### src/rtl/deserializador_pkg.sv
// Shared types and constants for the deserializador_bits capture stage.
package deserializador_pkg;

  localparam int unsigned WIDTH_DEF = 6;

  typedef enum logic [1:0] {
    LLENANDO = 2'd0,
    PARIDAD  = 2'd1,
    LLENO    = 2'd2
  } estado_t;

endpackage

### src/rtl/contador_bits.sv
// Modulo-MODULO bit counter with enable, synchronous load-to-1 and a wrap pulse.
module contador_bits
  import deserializador_pkg::*;
#(
  parameter  int unsigned MODULO = WIDTH_DEF,
  localparam int unsigned CW     = $clog2(MODULO + 1)
) (
  input  logic          clk,
  input  logic          rst,
  input  logic          en_i,
  input  logic          carga1_i,
  output logic [CW-1:0] cnt_o,
  output logic          wrap_c_o
);

  logic [CW-1:0] cnt_q;

  assign wrap_c_o = en_i & (cnt_q == CW'(MODULO - 1));
  assign cnt_o    = cnt_q;

  // Load-to-1 wins: it marks the first bit of a word accepted during handoff.
  always_ff @(posedge clk or posedge rst) begin
    if (rst) begin
      cnt_q <= '0;
    end else if (carga1_i) begin
      cnt_q <= CW'(1);
    end else if (en_i) begin
      cnt_q <= wrap_c_o ? '0 : cnt_q + CW'(1);
    end
  end

endmodule

### src/rtl/deserializador_bits.sv
// Serial-to-parallel capture with valid/ready on both sides and a held output word.
// Optional trailing even-parity bit enabled by macro DESERIALIZADOR_PARITY_EN.
module deserializador_bits
  import deserializador_pkg::*;
#(
  parameter int unsigned WIDTH     = WIDTH_DEF,
  parameter int unsigned MSB_FIRST = 0
) (
  input  logic             clk,
  input  logic             rst,
  input  logic             entrada,
  input  logic             entrada_valid,
  output logic             entrada_ready,
  output logic             palabra_valid,
  input  logic             palabra_ready,
  output logic             salidaBit,
  output logic [WIDTH-2:0] salidaNumBinario,
  output logic             error_paridad
);

  localparam int unsigned CW = $clog2(WIDTH + 1);

  estado_t          estado_q;
  logic [WIDTH-1:0] shreg_q;
  logic [WIDTH-1:0] palabra_q;
  logic             valid_q;
  logic [WIDTH-1:0] palabra_d;
  logic [CW-1:0]    cnt;
  logic [CW-1:0]    idx_d;
  logic             wrap;
  logic             acepta;
  logic             escribe;

  assign entrada_ready = (estado_q != LLENO) | palabra_ready;
  assign acepta        = entrada_valid & entrada_ready;
  assign escribe       = acepta & (estado_q != PARIDAD);
  assign idx_d         = (MSB_FIRST != 0) ? CW'(WIDTH - 1) - cnt : cnt;

  contador_bits #(.MODULO(WIDTH)) u_contador (
    .clk      (clk),
    .rst      (rst),
    .en_i     (acepta & (estado_q == LLENANDO)),
    .carga1_i (acepta & (estado_q == LLENO)),
    .cnt_o    (cnt),
    .wrap_c_o (wrap)
  );

  // Shift register contents with the incoming data bit merged in.
  always_comb begin
    palabra_d = shreg_q;
    for (int i = 0; i < int'(WIDTH); i++) begin
      if (escribe && (CW'(i) == idx_d)) palabra_d[i] = entrada;
    end
  end

`ifdef DESERIALIZADOR_PARITY_EN
  logic err_q;
`endif

  always_ff @(posedge clk or posedge rst) begin
    if (rst) begin
      estado_q  <= LLENANDO;
      shreg_q   <= '0;
      palabra_q <= '0;
      valid_q   <= 1'b0;
`ifdef DESERIALIZADOR_PARITY_EN
      err_q     <= 1'b0;
`endif
    end else begin
      if (escribe) shreg_q <= palabra_d;
      case (estado_q)
        LLENANDO: begin
          if (wrap) begin
`ifdef DESERIALIZADOR_PARITY_EN
            estado_q <= PARIDAD;
`else
            estado_q  <= LLENO;
            palabra_q <= palabra_d;
            valid_q   <= 1'b1;
`endif
          end
        end
`ifdef DESERIALIZADOR_PARITY_EN
        PARIDAD: begin
          if (acepta) begin
            estado_q  <= LLENO;
            palabra_q <= shreg_q;
            valid_q   <= 1'b1;
            err_q     <= (^shreg_q) ^ entrada;
          end
        end
`endif
        LLENO: begin
          if (palabra_ready) begin
            estado_q <= LLENANDO;
            valid_q  <= 1'b0;
          end
        end
        default: estado_q <= LLENANDO;
      endcase
    end
  end

  assign palabra_valid    = valid_q;
  assign salidaBit        = palabra_q[WIDTH-1];
  assign salidaNumBinario = palabra_q[WIDTH-2:0];
`ifdef DESERIALIZADOR_PARITY_EN
  assign error_paridad    = err_q;
`else
  assign error_paridad    = 1'b0;
`endif

endmodule
### config.mk
export PLATFORM = sky130hd
export DESIGN_NAME = deserializador_bits
export DESIGN_NICKNAME = d
export VERILOG_FILES = /design/src/rtl/deserializador_pkg.sv /design/src/rtl/contador_bits.sv /design/src/rtl/deserializador_bits.sv
export SDC_FILE = /design/constraint.sdc
export NUM_CORES = 1
export LEC_CHECK = 0
export ABC_AREA = 1
export CAP_MARGIN = 15
export CORE_MARGIN = 5
export CORE_UTILIZATION = 35
export CTS_BUF_LIST = sky130_fd_sc_hd__clkbuf_8 sky130_fd_sc_hd__clkbuf_16
export CTS_CLUSTER_DIAMETER = 40
export DETAILED_ROUTE_END_ITERATION = 16
export SYNTH_ARGS = -nofsm -noshare
export SYNTH_HDL_FRONTEND = slang
export SYNTH_SLANG_ARGS = --single-unit
### constraint.sdc
create_clock -name clk -period 1.9 [get_ports clk]
set_clock_uncertainty 0.1 [all_clocks]
set_input_delay 0.19 -clock clk [delete_from_list [all_inputs] [get_ports clk]]
set_output_delay 0.19 -clock clk [all_outputs]
set_load 0.05 [all_outputs]
Yosys cells after proc, flatten, opt, wreduce, memory -nomap -nowiden:

Cells that the tools add are included.

* register bits after elaboration: 18
* latch bits: 0
* bits in writable memories: 0
* ROM bits: 0
* bits of input ports: 5
* output and inout bits: 9
* logic and storage cells: 51
* memories kept: 0

* $add $sub $neg: 1
* multipliers: 0
* div/mod/pow operators: 0
* $lt $le $gt $ge: 0
* equality and inequality tests: 11
* shifts and indexed selects: 0
* mux-type cells: 15
* bitwise gates (word level): 6
* reductions and logical operators: 13

Operator list (number)
* $mux 3: 3
* $mux 1: 8
* $eq 2x3->1 const A: 2
* $eq 3x3->1 const A: 2
* $logic_and 1x1->1: 6
* $and 1x1->1: 5
* $mux 2: 2
* $ne 2x1->1 const B: 2
* $ne 2x2->1 const B: 2
* $pmux 2 s2: 1
* $reduce_and 2->1: 2
* $reduce_bool 2->1: 2
* $add 3x1->3 const B: 1
* $eq 1x3->1 const A: 1
* $eq 3x3->1 const B: 1
* $logic_not 3->1: 1
* $reduce_and 3->1: 1
* $eq 2x2->1 const B: 1
* $logic_not 2->1: 1
* $pmux 1 s2: 1
* $or 1x1->1: 1

Depth between registers and ports, before layout:

Gate-level depths: netlist of run 1.

* depth after elaboration: 8
* depth in mapped cells: 8
* gate-level depth less buffers: 8

Modules after synthesis:

A second synthesis of run 1 with hierarchy kept.

* cell total of the unflattened synthesis: 117
* area, all modules: 854.6 sq um

By module, submodules not included
* deserializador_bits: instances 1, cells an instance 89, area an instance 656.9 sq um, sequential area each 325.3 sq um
* contador_bits: instances 1, cells an instance 28, area an instance 197.7 sq um, sequential area each 75.1 sq um

Least setup slack after synthesis of run 1:

Ideal clock, no wire load.

* kind: register -> register
* start point: register palabra_valid (netlist name)
* end point: register shreg_q[2]
* library setup time: 0.119 ns
* data arrival time: 1.314 ns
* data required time: 1.681 ns
* setup slack: 0.367 ns
* stages on the path, launching flop included: 6
* buffers on the path: 1
* clock period less this slack: 1.533 ns
* cell sequence: dfrtp_1 > nand2_2 > buf_4 > nand3_1 > nand2_1 > and2_1

RTL lines
* end signal, assigned: RTL line deserializador_bits.sv:70 `if (escribe) shreg_q <= palabra_d;`
* end, declared: RTL line deserializador_bits.sv:24 `logic [WIDTH-1:0] shreg_q;`

Worst setup path after layout of run 1:

* start point: register valid_q, in the netlist palabra_valid
* end point: output palabra_valid

RTL lines
* start, declared: RTL line deserializador_bits.sv:26 `logic valid_q;`
* start signal, assigned: RTL line deserializador_bits.sv:65 `valid_q <= 1'b0;`
* start signal, assigned: RTL line deserializador_bits.sv:79 `valid_q <= 1'b1;`
* start signal, assigned: RTL line deserializador_bits.sv:96 `valid_q <= 1'b0;`
* end, declared: RTL line deserializador_bits.sv:14 `output logic palabra_valid,`

No word-level cell between the ends.

==> run summary, run 1 <==
Part of the cycle the worst path needs: 0.936. Setup repair after global routing left no endpoint under its margin. Derived from the worst setup path, the maximum achievable clock frequency is 562 MHz. Hold repair after CTS inserted 0 buffers.

In this run, post-CTS repair resized a total of 0 instances. For this run, design rule violations remaining after detail routing come to 0. Ranked by instance count, the synthesized netlist is headed by sky130_fd_sc_hd__nand2_1 (21), sky130_fd_sc_hd__inv_1 (18), sky130_fd_sc_hd__dfrtp_1 (16). The die covers 3580 µm².

The share of synthesized flip-flops with an asynchronous set or reset came out at 1.00. Compared with the post-synthesis result, the final layout area differs by 23.5%. The critical path class is reg2out.

For the post-synthesis cell type count, the log shows 18. The logs give 0.461 for the post-synthesis sequential area ratio and 0 for the final global-route overflow total. Endpoint kind of the worst setup timing path: a primary output. Traced cell by cell, the critical path runs through clkdlybuf4s50_1. The run gives 146 as the number of non-filler instances in the completed layout. TritonCTS built the clock tree.

The clock sink count came out at 16. The longest individual stage delay on the worst path is 0.83 ns. After technology mapping, the gate count stands at 102. The share of the synthesized area in the top cell type was 0.461; the global-route wire length before repair was 2.72 mm.

The count of state elements after synthesis works out to 16. Of all nets on the critical path, the largest fanout is 4. The violation count after the first detailed-routing iteration came out at 5. The flow ran to the end, and the final reports show no timing, DRC or antenna violations. In this run the core area contains 18 standard-cell rows. The biggest area contributor in the post-synthesis netlist is sky130_fd_sc_hd__dfrtp_1. The run gives 4 as the number of detailed-routing iterations run before antenna repair. For this run, the leading register cell type out of synthesis is sky130_fd_sc_hd__dfrtp_1. The core region area was 2430 µm²; the share of post-route cells with drive strength above 1 was 0.103.

The number of max-capacitance violations reported is 0. Entering global routing, the biggest net connects 17 pins. Critical path buffer and inverter count: 1. The number of max-slew violations in the final report is 0. In this run the clock root is driven by a sky130_fd_sc_hd__clkbuf_8.

At the end of the flow, the number of nets in the layout was 127. For the H-tree level count, the log shows 1. In the routed layout, each cell is associated on average with a via count of 4.49.

The vertical extent of the die came out at 59.8 µm. The smallest clock period supported by the final layout is computed as 1.78 ns. Including well taps, the total number of placed cells is 142. The die extent in x was 59.8 µm.

The number of nets handed over by synthesis was 112. The mean routed wirelength per cell works out to 10.5 µm. IR analysis of the VDD net gives a maximum drop of 708 µV. The via count of the first global-routing pass is 629. At the end of routability-driven placement, the weighted congestion stood at 0.813. Sorting the synthesized cells by area gives the leading types as sky130_fd_sc_hd__dfrtp_1 (46%), sky130_fd_sc_hd__nand2_1 (9.1%), sky130_fd_sc_hd__nand3_1 (8.1%).

The slew at the pin closest to its max-slew limit came out at 0.606 ns. A synthesized cell averages 8.51 µm². Prior to clock tree synthesis, the placed netlist has a worst setup slack of 0.387 ns. The initial cell density of the core came out at 0.357. In this run the remaining antenna-violating nets after routing total 0. The total track usage was 0.103. The logs give 868 µm² for the mapped cell area and 0.546 nW for the leakage dissipation.

The filler cell count is 240, and the worst path required time is 1.61 ns. The clock-pin slew reported for the worst setup and hold paths after clock tree synthesis is 0.06 ns. The worst hold path belongs to the class in2async. The worst-case headroom to the max-slew limit is 0.595. Minimum setup slack in the final design: 0.121 ns. Grouping stages by cell kind, the critical path spends the most delay in buffers and inverters.

The total of endpoints with negative setup slack in the final report came out at 0. The worst setup path is launched from a flop. In this run the power density over the cells is 1600 nW/µm².

In this run, CTS created clock tree buffers numbering 3. Accumulated negative setup slack: 0 ns. The number of antenna violations at the first check in global routing was 0.

Data arrives at the worst endpoint at 1.49 ns. The detailed router placed 655 vias in this run. The number of buffers inserted by port buffering came out at 12. The number of antenna diodes in the final layout is 0. The count of flip-flops with a built-in enable after synthesis works out to 0.

The Yosys step of the flow raised 0 warnings. The slowest stage of the critical path belongs to the cell sky130_fd_sc_hd__clkdlybuf4s50_1. The longest clock path from root to sink contains 2 buffers. During I/O placement, the number of pins put on the boundary was 14.

For the final hold violation count, the log shows 0. After layout, the design draws a total of 1.71 mW. The clock latency on the worst-skew pair is 0.25 ns.

Wires add up to 1.54 mm. Summed over all nets, the half-perimeter wirelength after detailed placement is 1.21 mm. Post-CTS timing repair inserted 0 buffers for setup.

In the post-synthesis netlist, the cell with the most instances is sky130_fd_sc_hd__nand2_1.
sequential cells by signal (all words and copies together), names as in the netlist:
signal and flops:
palabra_q 6, shreg_q 6, u_contador.cnt_o 3, palabra_valid 1
final timing paths:
| kind | startpoint | end | slack [ns] | cells after the start |
|---|---|---|---|---|
| max | palabra_valid$_DFFE_PP0P_ | palabra_valid | 0.12 | 1 |
| min | rst | u_contador.cnt_o[1]$_DFFE_PP0P_ | 0.21 | 2 |
| max reg2reg | u_contador.cnt_o[0]$_DFFE_PP0P_ | palabra_q[3]$_DFFE_PP0P_ | 0.50 | 7 |
| min reg2reg | palabra_q[5]$_DFFE_PP0P_ | palabra_q[5]$_DFFE_PP0P_ | 0.38 | 2 |
| max in group asynchronous | rst | palabra_q[0]$_DFFE_PP0P_ | 1.10 | 2 |
| min in group clk | palabra_q[5]$_DFFE_PP0P_ | palabra_q[5]$_DFFE_PP0P_ | 0.38 | 2 |
cells by family after synthesis:
kind of cell,Yosys count,synth area share
fa+ha+maj,5,0.0720
compound gates,4,0.0331
other cells,1,0.00432
flops,16,0.461
buf+inv,23,0.124
simple gates,53,0.305
layout by cell type (no fill, tap or decap), types with 2 or more instances in the layout:
cell / instances
sky130_fd_sc_hd__dfrtp_1: 16
sky130_fd_sc_hd__clkbuf_8: 4
sky130_fd_sc_hd__o22ai_1: 2
sky130_fd_sc_hd__nand2_1: 21
sky130_fd_sc_hd__inv_1: 18
sky130_fd_sc_hd__ha_1: 5
sky130_fd_sc_hd__nand4_1: 6
sky130_fd_sc_hd__nor2_1: 3
sky130_fd_sc_hd__clkdlybuf4s50_1: 11
sky130_fd_sc_hd__and2_1: 6
sky130_fd_sc_hd__nand3_1: 14
sky130_fd_sc_hd__nand2_2: 2
metrics by stage:
stage	area, µm²	util	hold slack [ns]
CTS	1070	0.441	0.238
finish	1070	0.441	0.209
floorplan	868	-	0.00374
detailed placement	1020	0.418	0.366
global placement	1020	0.418	0.362
global route	1070	0.441	0.284
power by group:
group          leakage (nW)  total (mW)  internal [mW]  switching (mW)
logic                 0.328       0.834          0.303           0.531
clock network        0.0288       0.300          0.184           0.117
registers             0.189       0.578          0.493          0.0846
area by class of cell:
class,count,area (µm²),share of cell area
repair buffers,13,138,0.128
clock buffers,4,55.1,0.0513
inverters,20,81.3,0.0758
well taps,30,37.5,0.0350
multi-input cells,63,360,0.336
flip-flops and latches,16,400,0.373
routing by layer:
metal / global-route usage / vias to the layer above / wire [µm]
met5: 0 / - / 0
met4: 0.0665 / 0 / 40
met3: 0.0259 / 5 / 51
met2: 0.156 / 8 / 704
met1: 0.130 / 294 / 741
li1: - / 348 / -
Power figures use the tool's default switching activity.
==> run 2, diff against run 1 <==
Settings changed: CTS_CLUSTER_SIZE set to 14, GPL_TIMING_DRIVEN set to 1.
==> results of run 2 <==
No change in the layout: final DEF, timing and power equal those of run 1.
